`src/rtl/hazard_ctrl.sv`:
```
`default_nettype none
// ============================================================================
// hazard_ctrl : RAW hazard / stall / flush sequencing for the 5-stage RV32 core
// Optional HAZARD_FWD_EN: EX-stage forwarding selects, fewer stall cycles
// Revision 1.0
// ============================================================================
module hazard_ctrl #(
  parameter int REG_ADDR_W = 5,
  parameter int CNT_W      = 32
) (
  input  logic                  clk_i,
  input  logic                  rst_i,
  input  logic                  start_i,
  input  logic                  id_valid_i,
  input  logic [REG_ADDR_W-1:0] id_rs1_i,
  input  logic [REG_ADDR_W-1:0] id_rs2_i,
  input  logic                  id_use_rs1_i,
  input  logic                  id_use_rs2_i,
  input  logic [REG_ADDR_W-1:0] id_rd_i,
  input  logic                  id_reg_write_i,
  input  logic                  id_is_load_i,
  input  logic                  id_cmp_i,
  input  logic                  redirect_id_i,
  input  logic                  redirect_ex_i,
  output logic                  pc_write_o,
  output logic                  if_id_write_o,
  output logic                  if_id_flush_o,
  output logic                  id_ex_bubble_o,
  output logic [1:0]            fwd_a_o,
  output logic [1:0]            fwd_b_o,
  output logic [CNT_W-1:0]      stall_cnt_o,
  output logic [CNT_W-1:0]      flush_cnt_o
);

  typedef struct packed {
    logic                  valid;
    logic [REG_ADDR_W-1:0] rd;
    logic                  reg_write;
    logic                  is_load;
  } tag_t;

  localparam int SLOT_EX  = 0;
  localparam int SLOT_MEM = 1;
  localparam int SLOT_WB  = 2;

  tag_t       slot [0:2];
  tag_t       id_tag;
  logic [2:0] match_rs1;
  logic [2:0] match_rs2;
  logic       hit_ex;
  logic       hit_mem;
  logic       hit_wb;
  logic       rule_d;
  logic       stall;
  logic       issue;
  logic       take_id;
  logic       honoured;

  assign id_tag = '{valid: 1'b1, rd: id_rd_i, reg_write: id_reg_write_i, is_load: id_is_load_i};

  // x0 is hardwired zero, so it can never carry a dependency
  generate
    for (genvar s = 0; s < 3; s++) begin : g_match
      assign match_rs1[s] = slot[s].valid & slot[s].reg_write & (slot[s].rd == id_rs1_i)
                          & (id_rs1_i != '0) & id_use_rs1_i;
      assign match_rs2[s] = slot[s].valid & slot[s].reg_write & (slot[s].rd == id_rs2_i)
                          & (id_rs2_i != '0) & id_use_rs2_i;
    end
  endgenerate

  assign hit_ex  = match_rs1[SLOT_EX]  | match_rs2[SLOT_EX];
  assign hit_mem = match_rs1[SLOT_MEM] | match_rs2[SLOT_MEM];
  assign hit_wb  = match_rs1[SLOT_WB]  | match_rs2[SLOT_WB];

`ifdef HAZARD_FWD_EN
  assign rule_d = 1'b0;
`else
  assign rule_d = hit_ex | hit_mem;
`endif

  // The register file has no write-through, so a WB producer always stalls
  assign stall = id_valid_i & (hit_wb
                             | (id_cmp_i & (hit_ex | hit_mem))
                             | (slot[SLOT_EX].is_load & hit_ex)
                             | rule_d);

  assign issue    = id_valid_i & start_i & ~stall & ~redirect_ex_i;
  assign take_id  = redirect_id_i & ~redirect_ex_i & start_i & ~stall;
  assign honoured = redirect_ex_i | take_id;

  always_comb begin
    pc_write_o     = 1'b1;
    if_id_write_o  = 1'b1;
    if_id_flush_o  = 1'b0;
    id_ex_bubble_o = 1'b0;
    if (rst_i) begin
      pc_write_o     = 1'b0;
      if_id_write_o  = 1'b0;
      if_id_flush_o  = 1'b1;
      id_ex_bubble_o = 1'b1;
    end else if (redirect_ex_i) begin
      if_id_flush_o  = 1'b1;
      id_ex_bubble_o = 1'b1;
    end else if (!start_i || stall) begin
      pc_write_o     = 1'b0;
      if_id_write_o  = 1'b0;
      id_ex_bubble_o = 1'b1;
    end else if (redirect_id_i) begin
      if_id_flush_o  = 1'b1;
    end
  end

  always_ff @(posedge clk_i) begin
    if (rst_i) begin
      slot[SLOT_EX]  <= '0;
      slot[SLOT_MEM] <= '0;
      slot[SLOT_WB]  <= '0;
      stall_cnt_o    <= '0;
      flush_cnt_o    <= '0;
    end else begin
      slot[SLOT_WB]  <= slot[SLOT_MEM];
      slot[SLOT_MEM] <= slot[SLOT_EX];
      slot[SLOT_EX]  <= issue ? id_tag : '0;
      stall_cnt_o    <= stall_cnt_o + {{(CNT_W-1){1'b0}}, stall};
      flush_cnt_o    <= flush_cnt_o + {{(CNT_W-1){1'b0}}, honoured};
    end
  end

`ifdef HAZARD_FWD_EN
  function automatic logic [1:0] fwd_sel(input logic ex_m, input logic mem_m);
    if (ex_m)       return 2'b01;
    else if (mem_m) return 2'b10;
    else            return 2'b00;
  endfunction

  // Selects travel with the instruction into EX; the youngest producer wins
  always_ff @(posedge clk_i) begin
    if (rst_i) begin
      fwd_a_o <= 2'b00;
      fwd_b_o <= 2'b00;
    end else if (issue) begin
      fwd_a_o <= fwd_sel(match_rs1[SLOT_EX], match_rs1[SLOT_MEM]);
      fwd_b_o <= fwd_sel(match_rs2[SLOT_EX], match_rs2[SLOT_MEM]);
    end else begin
      fwd_a_o <= 2'b00;
      fwd_b_o <= 2'b00;
    end
  end
`else
  assign fwd_a_o = 2'b00;
  assign fwd_b_o = 2'b00;
`endif

  logic unused_tag_bits;
  assign unused_tag_bits = ^{slot[SLOT_MEM].is_load, slot[SLOT_WB].is_load};

endmodule
`default_nettype wire
```
`config.mk`:
```
export PLATFORM = sky130hd
export DESIGN_NAME = hazard_ctrl
export DESIGN_NICKNAME = d
export VERILOG_FILES = /design/src/rtl/hazard_ctrl.sv
export SDC_FILE = /design/constraint.sdc
export NUM_CORES = 1
export LEC_CHECK = 0
export CORE_MARGIN = 5
export CORE_UTILIZATION = 51
export CTS_BUF_LIST = sky130_fd_sc_hd__clkbuf_4 sky130_fd_sc_hd__clkbuf_8
export CTS_CLUSTER_DIAMETER = 30
export DETAILED_ROUTE_END_ITERATION = 10
export GPL_TIMING_DRIVEN = 0
export PLACE_DENSITY = 0.84
export SLEW_MARGIN = 30
export SYNTH_ARGS = -nofsm -noshare
export SYNTH_HDL_FRONTEND = slang
export SYNTH_SLANG_ARGS = --single-unit
```
`constraint.sdc`:
```
create_clock -name clk_i -period 3.9 [get_ports clk_i]
set_clock_uncertainty 0.2 [all_clocks]
set_input_delay 0.78 -clock clk_i [delete_from_list [all_inputs] [get_ports clk_i]]
set_output_delay 0.78 -clock clk_i [all_outputs]
set_load 0.01 [all_outputs]
```
==> results_tabular.tex <==
\begin{tabular}{lr}
\hline
Metric & Value \\
\hline
\multicolumn{2}{l}{\textbf{Clocking}} \\
Buffer cell driving the clock tree root & clkbuf\_8 \\
Clock slew at reported path FFs & 0.09 ns \\
Cts bufs inserted & 9 \\
Clock tree buffer depth & 2 \\
CTS HTree Levels & 3 \\
TritonCTS clock tree & built \\
Insertion delay to the later sink of the worst-skew pair & between 0.3 and 0.4 ns \\
CTS sink cnt & 85 \\
\multicolumn{2}{l}{\textbf{STA}} \\
Highest achievable clock rate & $\sim$260 MHz \\
Number of setup violations in the final report & 1 \\
Worst relative slew slack & 0.569 \\
Worst hold slack & 0.290 ns \\
Final Critical Period & 3.91 ns \\
Unrepaired setup endpoints after global routing & yes \\
Final Max Tran Viols & 0 \\
Fin worst setup slack & -0.00505 ns \\
Slew at the pin closest to its max-slew limit & around 0.64 ns \\
Final count of hold timing violations & 0 \\
Post-route fraction of the period consumed by the critical path & 1.00 \\
Final-layout setup total negative slack & -0.00505 ns \\
\multicolumn{2}{l}{\textbf{Run status}} \\
Status & finished, violations left \\
Failing checks & negative setup slack \\
\multicolumn{2}{l}{\textbf{Pwr}} \\
LEAKAGE & around 2.0 nW \\
VDD IR-drop max & about 0.00017 V \\
Pwr/cell area & about 300 nW/um\^{}2 \\
\multicolumn{2}{l}{\textbf{Detailed routing}} \\
First-iteration detailed-routing DRC count & 100 \\
Total Routed Length & between 9 and 10 mm \\
Overall via count from detail\_route & between 3000 and 4000 \\
Average via count per standard cell & around 5.3 \\
Post-route DRC violation count & 0 \\
ANT nets after route & 0 \\
Average wire length per cell after detail routing & about 15 microns \\
Pre-antenna DRT Iters & 4 \\
\multicolumn{2}{l}{\textbf{Worst setup path}} \\
Category of the critical setup timing path & in2out \\
Crit path max fanout & 4 \\
Required time of the critical path & between 2 and 3 ns \\
Minimum setup slack among reg-to-reg paths & 0.60 ns \\
Critical Path Start Type & input port \\
Worst path arrival time & 2.93 ns \\
Setup crit start & id\_rs1\_i[3] \\
Critical R2R Launch & slot[0][4] \\
Critical path endpoint category & primary output \\
\multicolumn{2}{l}{\textbf{Layout}} \\
Number of inserted diodes & 0 \\
Relative area change from synthesis to final layout & 37.6\% \\
Number of standard cells in the layout, taps in and fillers out & $\sim$640 \\
Ratio of cells with drive above 1 in the final layout & 0.121 \\
Nets & between 500 and 600 \\
\multicolumn{2}{l}{\textbf{Synthesis}} \\
Most frequently used cell type in the post-synthesis netlist & dfxtp\_1 \\
Post-synth top cells & dfxtp\_1 (85), nor2\_1 (60), xor2\_1 (60) \\
Cell type with the highest aggregate area in the netlist & dfxtp\_1 \\
Share of the yosys chip area belonging to registers & 0.441 \\
Most used DFF post-synth & dfxtp\_1 \\
Cell variety after synth & 39 \\
Total standard cell area after synthesis & roughly 3900 sq um \\
Post-synthesis average cell area & $\sim$9.3 sq um \\
Post-synthesis async set-or-reset flop share & 0 \\
Synthesis Warnings & 0 \\
Register bit total from synthesis & 85 \\
Number of enable-type register cells in the synthesized netlist & 0 \\
Synthesized instance count & a little over 400 \\
Top cells by area, synth & dfxtp\_1 (44\%), xor2\_1 (14\%), nor2\_1 (5.8\%) \\
Area share of the largest cell type after synthesis & 0.441 \\
\multicolumn{2}{l}{\textbf{Placement}} \\
Post-detailed-placement half-perimeter wirelength & around 7.2 mm \\
Routability congestion estimate & $\sim$0.85 \\
DP Cell Count & $\sim$600 \\
Total of buffers placed on input and output ports & 90 \\
\multicolumn{2}{l}{\textbf{Floorplanning}} \\
Die width & roughly 97 microns \\
Die Y-Extent & between 90 and 100 microns \\
Core footprint & 7290 sq um \\
Boundary pin count & slightly below 100 \\
Total number of placement rows & 31 \\
Die footprint & 9410 sq um \\
Initial Util & 0.529 \\
\multicolumn{2}{l}{\textbf{Hold path}} \\
Start point of the worst hold path & flush\_cnt\_o[31] \\
Class of the tightest hold or removal check & reg2reg \\
\multicolumn{2}{l}{\textbf{GRT}} \\
GRT Util Overall & 0.201 \\
Number of global-route vias before repair & around 3400 \\
Pin count of the biggest net entering global routing & 16 \\
Antenna violations before repair & 0 \\
Grt ovf & 0 \\
First-pass GRT wire length & around 16 mm \\
\multicolumn{2}{l}{\textbf{Job}} \\
Max\_cap viols & 0 \\
\hline
\end{tabular}
## state kept, by name (all words and copies together), names as in the netlist
| register | cells |
|---|---|
| flush_cnt_o | 32 |
| stall_cnt_o | 32 |
| slot | 21 |
## path summary, 6_finish.rpt
check / endpoint / depth (start not counted)
max: pc_write_o / 9
min: flush_cnt_o[31] / 2
max reg2reg: stall_cnt_o[31] / 11
min reg2reg: flush_cnt_o[31] / 2
## worst max-delay path, stage by stage
cell and delay, ns:
dlygate4sd2_1 0.30, xor2_1 0.18, nor4_1 0.35, nand4_1 0.24
a311oi_4 0.36, buf_4 0.19, o32ai_2 0.09, buf_4 0.16
dlygate4sd2_1 0.28
## metrics by stage
step	cell area (sq um)	setup WS (ns)	power, mW	utilization
floorplan	3870	0.289	0.944	-
global placement	4900	-0.884	0.994	0.671
detailed placement	4900	-0.880	0.997	0.671
CTS	5190	0.0189	1.60	0.712
global route	5310	-0.0554	1.66	0.728
finish	5310	-0.00505	1.60	0.728
## power breakdown
group / internal, mW / total [mW] / switching [mW]
Clock: 0.299 / 0.622 / 0.322
Combinational: 0.0479 / 0.101 / 0.0535
Sequential: 0.873 / 0.878 / 0.00539
## layout make-up
| type | instances | area [sq um] |
|---|---|---|
| Multi-Input combinational cell | 313 | 2210 |
| Fill cell | 576 | 1980 |
| Sequential cell | 85 | 1700 |
| Timing Repair Buffer | 104 | 986 |
| Clock buffer | 9 | 124 |
| Tap cell | 99 | 124 |
| Buffer | 15 | 76.3 |
| Clock inverter | 7 | 73.8 |
| Inverter | 5 | 18.8 |
## placed cells by master (no fill, tap or decap), types with 3 or more instances in the layout
master	count
clkbuf_1	9
nor4_1	5
inv_1	5
nor2b_1	19
clkbuf_8	9
nor4_4	3
nor4b_1	6
nand2_1	23
nor4_2	5
nor2_1	60
dfxtp_1	85
conb_1	4
dlygate4sd2_1	10
nor3_1	5
nand4_4	3
clkdlybuf4s50_1	76
nand3_1	16
xor2_1	60
buf_4	19
nand4_1	23
o21ai_0	6
a21oi_1	6
and3_1	13
or3_1	7
xnor2_1	24
## timing repair
action | CTS | global route
cloned | 0 | 0
pin swaps | 12 | 13
hold buffers | 0 | 0
setup endpoints to repair | 28 | 30
resized for setup | 21 | 18
setup buffers | 7 | 7
## logic make-up after synthesis
kind of cell    count (synthesis)  share of synthesized area
compound gates                 21                     0.0321
xor+xnor                       84                      0.191
fa+ha+maj                       4                     0.0130
buf+inv                        20                     0.0246
flops                          85                      0.441
other cells                     1                   0.000972
simple gates                  200                      0.298
## layer usage
layer / GRT usage / vias to the layer above / wire (microns)
met5: 0 / - / 0
met4: 0.0616 / 0 / 100
met3: 0.0446 / 11 / 558
met2: 0.357 / 105 / 4910
met1: 0.240 / 1585 / 4220
li1: - / 1661 / -
(Power assumes the default switching activity.)
